===== src/rtl/bcd3_to_bin_if.sv =====
// Handshake and result bus for the three-digit BCD to binary converter.
// The converter sits on the slave side; the digit-entry logic drives the master side.
interface bcd3_to_bin_if;
  logic        start_i;
  logic [11:0] bcd_i;
  logic        ready_o;
  logic        valid_o;
  logic [9:0]  bin_o;
  logic        err_o;
  logic        clamped_o;

  modport master (
    output start_i,
    output bcd_i,
    input  ready_o,
    input  valid_o,
    input  bin_o,
    input  err_o,
    input  clamped_o
  );

  modport slave (
    input  start_i,
    input  bcd_i,
    output ready_o,
    output valid_o,
    output bin_o,
    output err_o,
    output clamped_o
  );
endinterface


===== src/rtl/bcd3_to_bin.sv =====
// Iterative three-digit BCD to 10-bit binary converter (acc = acc*10 + digit, one digit
// per cycle, hundreds first). Optional result clamping to [MIN_VAL, MAX_VAL] is built
// only when the macro BCD2BIN_CLAMP_EN is defined; otherwise clamped_o is tied low.
module bcd3_to_bin #(
  parameter int unsigned MIN_VAL = 30,
  parameter int unsigned MAX_VAL = 300
) (
  input logic           clk_i,
  input logic           rst_n_i,
  bcd3_to_bin_if.slave  bus
);

  if ((MIN_VAL > MAX_VAL) || (MAX_VAL > 999)) begin : gen_bad_params
    $error("bcd3_to_bin: require MIN_VAL <= MAX_VAL <= 999");
  end

  typedef enum logic [1:0] {StIdle, StConv, StDone} state_e;

  state_e      state_q;
  logic [11:0] digits_q;
  logic [9:0]  acc_q;
  logic [1:0]  cnt_q;
  logic        bad_q;
  logic        ready_q;
  logic        valid_q;
  logic [9:0]  bin_q;
  logic        err_q;
  logic        clamped_q;

  logic [3:0]  digit;
  logic [9:0]  acc_nxt;
  logic [9:0]  res_bin;
  logic        res_clamped;
  logic        bcd_bad;

  // Select the current digit and form the next accumulator value (wraps mod 1024).
  always_comb begin
    digit = digits_q[3:0];
    case (cnt_q)
      2'd0:    digit = digits_q[11:8];
      2'd1:    digit = digits_q[7:4];
      default: digit = digits_q[3:0];
    endcase
    // acc*10 = acc*8 + acc*2
    acc_nxt = {acc_q[6:0], 3'b000} + {acc_q[8:0], 1'b0} + {6'd0, digit};
    bcd_bad = (bus.bcd_i[11:8] > 4'd9) || (bus.bcd_i[7:4] > 4'd9) || (bus.bcd_i[3:0] > 4'd9);
  end

`ifdef BCD2BIN_CLAMP_EN
  localparam logic [9:0] MinV = 10'(MIN_VAL);
  localparam logic [9:0] MaxV = 10'(MAX_VAL);

  // Clamp the final accumulate in the same cycle it is produced.
  always_comb begin
    res_bin     = acc_nxt;
    res_clamped = 1'b0;
    if (acc_nxt < MinV) begin
      res_bin     = MinV;
      res_clamped = 1'b1;
    end else if (acc_nxt > MaxV) begin
      res_bin     = MaxV;
      res_clamped = 1'b1;
    end
  end
`else
  // No clamping: the final accumulate is the result.
  always_comb begin
    res_bin     = acc_nxt;
    res_clamped = 1'b0;
  end
`endif

  // Converter FSM with registered handshake and result outputs.
  always_ff @(posedge clk_i or negedge rst_n_i) begin
    if (!rst_n_i) begin
      state_q   <= StIdle;
      digits_q  <= '0;
      acc_q     <= '0;
      cnt_q     <= '0;
      bad_q     <= 1'b0;
      ready_q   <= 1'b1;
      valid_q   <= 1'b0;
      bin_q     <= '0;
      err_q     <= 1'b0;
      clamped_q <= 1'b0;
    end else begin
      valid_q <= 1'b0;
      case (state_q)
        StIdle: begin
          if (bus.start_i) begin
            digits_q <= bus.bcd_i;
            bad_q    <= bcd_bad;
            acc_q    <= '0;
            cnt_q    <= '0;
            ready_q  <= 1'b0;
            state_q  <= StConv;
          end
        end
        StConv: begin
          acc_q <= acc_nxt;
          cnt_q <= 2'(cnt_q + 2'd1);
          if (cnt_q == 2'd2) begin
            state_q <= StDone;
            valid_q <= 1'b1;
            if (bad_q) begin
              bin_q     <= '0;
              err_q     <= 1'b1;
              clamped_q <= 1'b0;
            end else begin
              bin_q     <= res_bin;
              err_q     <= 1'b0;
              clamped_q <= res_clamped;
            end
          end
        end
        StDone: begin
          state_q <= StIdle;
          ready_q <= 1'b1;
        end
        default: begin
          state_q <= StIdle;
          ready_q <= 1'b1;
        end
      endcase
    end
  end

  assign bus.ready_o   = ready_q;
  assign bus.valid_o   = valid_q;
  assign bus.bin_o     = bin_q;
  assign bus.err_o     = err_q;
  assign bus.clamped_o = clamped_q;

endmodule


===== src/flat_wrapper.sv =====
// flat-port wrapper written by rule: the top's interface ports become plain ports
module bcd3_to_bin_flat 
#(
  parameter int unsigned MIN_VAL = 30,
  parameter int unsigned MAX_VAL = 300
)
  (clk_i, rst_n_i, bus_start_i, bus_bcd_i, bus_ready_o, bus_valid_o, bus_bin_o, bus_err_o, bus_clamped_o);
  bcd3_to_bin_if bus_i ();
  input logic clk_i;
  input logic rst_n_i;
  input wire logic [$bits(bus_i.start_i)-1:0] bus_start_i;
  input wire logic [$bits(bus_i.bcd_i)-1:0] bus_bcd_i;
  output wire logic [$bits(bus_i.ready_o)-1:0] bus_ready_o;
  output wire logic [$bits(bus_i.valid_o)-1:0] bus_valid_o;
  output wire logic [$bits(bus_i.bin_o)-1:0] bus_bin_o;
  output wire logic [$bits(bus_i.err_o)-1:0] bus_err_o;
  output wire logic [$bits(bus_i.clamped_o)-1:0] bus_clamped_o;
  assign bus_i.start_i = bus_start_i;
  assign bus_i.bcd_i = bus_bcd_i;
  assign bus_ready_o = bus_i.ready_o;
  assign bus_valid_o = bus_i.valid_o;
  assign bus_bin_o = bus_i.bin_o;
  assign bus_err_o = bus_i.err_o;
  assign bus_clamped_o = bus_i.clamped_o;
  bcd3_to_bin #(.MIN_VAL(MIN_VAL), .MAX_VAL(MAX_VAL)) u_core (.clk_i(clk_i), .rst_n_i(rst_n_i), .bus(bus_i));
endmodule

===== config.mk =====
export PLATFORM = sky130hd
export DESIGN_NAME = bcd3_to_bin_flat
export DESIGN_NICKNAME = d
export VERILOG_FILES = /design/src/rtl/bcd3_to_bin_if.sv /design/src/rtl/bcd3_to_bin.sv /design/src/flat_wrapper.sv
export SDC_FILE = /design/constraint.sdc
export NUM_CORES = 1
export LEC_CHECK = 0
export BUFFER_PORTS_ARGS = -buffer_cell sky130_fd_sc_hd__buf_2
export CORE_MARGIN = 2
export CORE_UTILIZATION = 38
export CTS_BUF_LIST = sky130_fd_sc_hd__clkbuf_16
export DETAILED_ROUTE_END_ITERATION = 16
export GPL_TIMING_DRIVEN = 0
export PLACE_DENSITY_LB_ADDON = 0.3
export SETUP_SLACK_MARGIN = 0.2
export SYNTH_ARGS = -nofsm -noshare
export SYNTH_HDL_FRONTEND = slang
export SYNTH_SLANG_ARGS = --single-unit
export TNS_END_PERCENT = 100

===== constraint.sdc =====
create_clock -name clk_i -period 7.6 [get_ports clk_i]
set_clock_uncertainty 0.15 [all_clocks]
set_input_delay 0.76 -clock clk_i [delete_from_list [all_inputs] [get_ports clk_i]]
set_output_delay 0.76 -clock clk_i [all_outputs]
set_load 0.01 [all_outputs]

==> results.md <==
* Outcome: completed
* Final setup fails at 0
* Yosys warnings at 0
* Pwr Total at 1290 uW
* Simple-gate portion of the synthesized area at 9.32%
* CTS resizes at 0
* Antenna viol nets, final at 0
* Clk sink count at 39
* Crit end category: flip-flop
* Post-synthesis mux area share at 7.72%
* Post-Route WL at 3910 um
* Grt total ovfl at 0
* Row count at 26
* Period utilisation layout at 43.0%
* Drt wl/cell at 13.8 um
* TritonCTS buffer count at 5
* Post-DR vias/cell at 5.01
* CP Launch Type: flip-flop
* Main combinational cell family by area after synthesis: compound AO/OA/AOI/OAI gates
* Placed standard-cell area at 2250 sq um
* Diode count at 0
* Fmax at 306 MHz
* Root buf cell: clkbuf_16
* Setup TNS at 0 ns
* Synth Area in Compound Gates at 16.5%
* Global-route wire length before repair at 6460 um
* Max VDD drop at 0.201 mV
* Lkg Pwr at 0.00119 uW
* Worst R2R Path Depth at 11
* Hold WS at 0.320 ns
* H-tree depth at 2
* Most frequent cells in the layout: 38 x dfrtp_1, 28 x buf_2, 20 x nand2_1, 17 x ha_1, 13 x mux2_2
* Clk buf depth at 2
* Die W at 77.0 um
* Net Count, Synth at 211
* Max incr delay on CP at 0.50 ns
* Number of global-route vias before repair at 1382
* Die Ht at 77.0 um
* RSZ-0062 raised after global routing: false
* IO Port Bufs at 27
* CTS tree: done
* # Post-CTS Setup Buffers at 0
* Commonest non-fill, non-tap cell in the layout: dfrtp_1
* First DRT Iteration DRCs at 64
* Final GP Congestion at 0.773
* Pre-CTS setup slack at 4.35 ns
* IO Pins at 29
* Largest net degree at the start of global routing at 40
* Critical Path AT at 3.29 ns
* Highest-delay cell along the critical path: fa_1
* Max cap viols at 0
* Min-Delay Path Depth at 2
* Adder-Cell Fraction of Synth Area at 12.5%
* Total track usage at 13.9%
* Synth Area in XOR/XNOR at 2.16%
* Pins over their slew limit at 0
* # fillers at 501
* DIE AREA at 5930 sq um
* Initial Util at 39.4%
* Worst setup path class: reg2reg
* DRC at 0
* Synthesis-to-finish area growth at 19.3%
* Syn Inst Count at 177
* Final min period at 3.27 ns
* First drt pass iteration count at 6
* Pwr dens at 532 nW/um^2
* Max Fanout on Critical Path at 5
* Avg Inst Size Synth at 11.5 sq um
* Via count at 1413
* DP Wirelength at 2910 um
* Rel. slew slack at 42.7%
* Seq/Total Area, Yosys at 48.2%
* Number of library cell types mapped by synthesis at 40
* Core area at 5140 sq um
* CP Cell Sequence: inv_1 -> ha_1 -> nor2_1 -> nand2_1 -> nand2_1 -> fa_1 -> fa_1 -> a211oi_1 -> or4b_1 -> o2111ai_1 -> a22o_1
* Final Hold Fails at 0
* Worst-Skew Late Latency at 0.28 ns
* Design area at 2420 sq um
* Cts hold-fix bufs at 0
* HP Class: reg2reg
* Clock transition at path regs at 0.06 ns
* Fraction of layout cells with a size suffix above 1 at 26.9%
* Worst Slack Setup Final at 4.33 ns
* Initial antenna violation count at 0
* Critical Path RT at 7.62 ns
* Number of synthesized register bits at 39
* Worst-Margin Slew at 0.860 ns
* Synthesized area at 2030 sq um
* NumNets Final at 245
[cell usage after synthesis]
cell	number	share of area (%)
a21oi_1	7	1.7
or3b_1	1	0.43
o21ai_0	11	2.7
nor3b_2	1	0.62
a32o_1	1	0.49
o2111ai_1	1	0.43
o21bai_1	2	0.74
buf_2	1	0.25
nand3_1	1	0.25
buf_1	1	0.19
xnor2_1	3	1.3
and3b_1	1	0.43
inv_1	6	1.1
nand4_1	1	0.31
o211ai_1	1	0.37
dfstp_2	1	1.3
a21o_2	1	0.43
o21a_1	2	0.74
o31ai_1	3	1.1
buf_6	1	0.56
a22o_1	11	4.8
nor2b_1	1	0.31
fa_1	2	2.0
dfrtp_1	38	47
a22oi_1	3	1.1
conb_1	1	0.19
nor3_1	1	0.25
nand2b_1	4	1.2
clkbuf_1	1	0.19
nand2_1	20	3.7
buf_4	3	1.1
a21o_1	1	0.37
ha_1	17	10
xor2_1	2	0.86
a211oi_1	2	0.74
or4b_1	1	0.49
mux2i_1	1	0.49
nor2_1	7	1.3
o41ai_2	1	0.80
mux2_2	13	7.2
[kinds of logic after synthesis]
family,count (synthesis)
adders and majority gates,19
and+or+nand+nor,39
xor gates and xnor gates,5
muxes,14
other,1
AOI/OAI and AO/OA,47
DFF,39
buffers and inverters,13
[power breakdown]
group	switching (uW)	internal (uW)	total, uW
combinational	364	314	677
clock	82.0	155	237
sequential	62.7	309	372
total	508	778	1290
[flip-flops by register name, indices dropped and copies added (netlist names)]
name                count
u_core.digits_q        12
u_core.bus.ready_o      1
u_core.state_q          2
u_core.bad_q            1
u_core.acc_q            9
u_core.bus.valid_o      1
u_core.bus.err_o        1
u_core.cnt_q            2
u_core.bus.bin_o       10
[per-layer routing]
layer  vias to the layer above  global-route usage (%)  part of all wire (%)  routed length, um
li1                        705                       -                     -                  -
met1                       680                    18.0                    47               1850
met2                        23                    23.0                    48               1890
met3                         5                    3.29                   3.2                124
met4                         0                    4.29                   1.1                 43
met5                         -                       0                     0                  0
[area by class of cell]
class | instances | area [sq um] | area share, %
plain buffers | 7 | 46.3 | 1.91
clock buffers | 5 | 125 | 5.17
flip-flops and latches | 39 | 977 | 40.4
well taps | 70 | 87.6 | 3.62
multi-input cells | 125 | 981 | 40.6
repair buffers | 27 | 135 | 5.59
inverters | 6 | 22.5 | 0.931
clock inverters | 3 | 43.8 | 1.81
[path summary, 6_finish.rpt]
| check | from | to | slack, ns |
|---|---|---|---|
| hold reg to reg | u_core.bus.bin_o[2]$_DFFE_PN0P_ | u_core.bus.bin_o[2]$_DFFE_PN0P_ | 0.32 |
| max in group asynchronous | rst_n_i | u_core.acc_q[3]$_DFFE_PN0P_ | 6.32 |
| min in group asynchronous | rst_n_i | u_core.bus.bin_o[6]$_DFFE_PN0P_ | 0.44 |
| hold / removal | u_core.bus.bin_o[2]$_DFFE_PN0P_ | u_core.bus.bin_o[2]$_DFFE_PN0P_ | 0.32 |
| setup reg to reg | u_core.cnt_q[0]$_DFFE_PN0P_ | u_core.bus.bin_o[8]$_DFFE_PN0P_ | 4.33 |
| setup / recovery | u_core.cnt_q[0]$_DFFE_PN0P_ | u_core.bus.bin_o[8]$_DFFE_PN0P_ | 4.33 |
[critical path: cells and delay by family, from the launching register on]
kind            cells  cell delay [ns]
compound gates      3             0.73
buf+inv             1             0.08
flops               1             0.38
simple gates        4             0.59
fa+ha+maj           3             1.24
[per-stage QoR]
step                util (%)  std cells
floorplan                  -        177
detailed placement      43.8        274
finish                  47.1        282
global placement        43.8        274
CTS                     47.1        282
global route            47.1        282
Note: power is estimated with default switching activity, not from simulation.
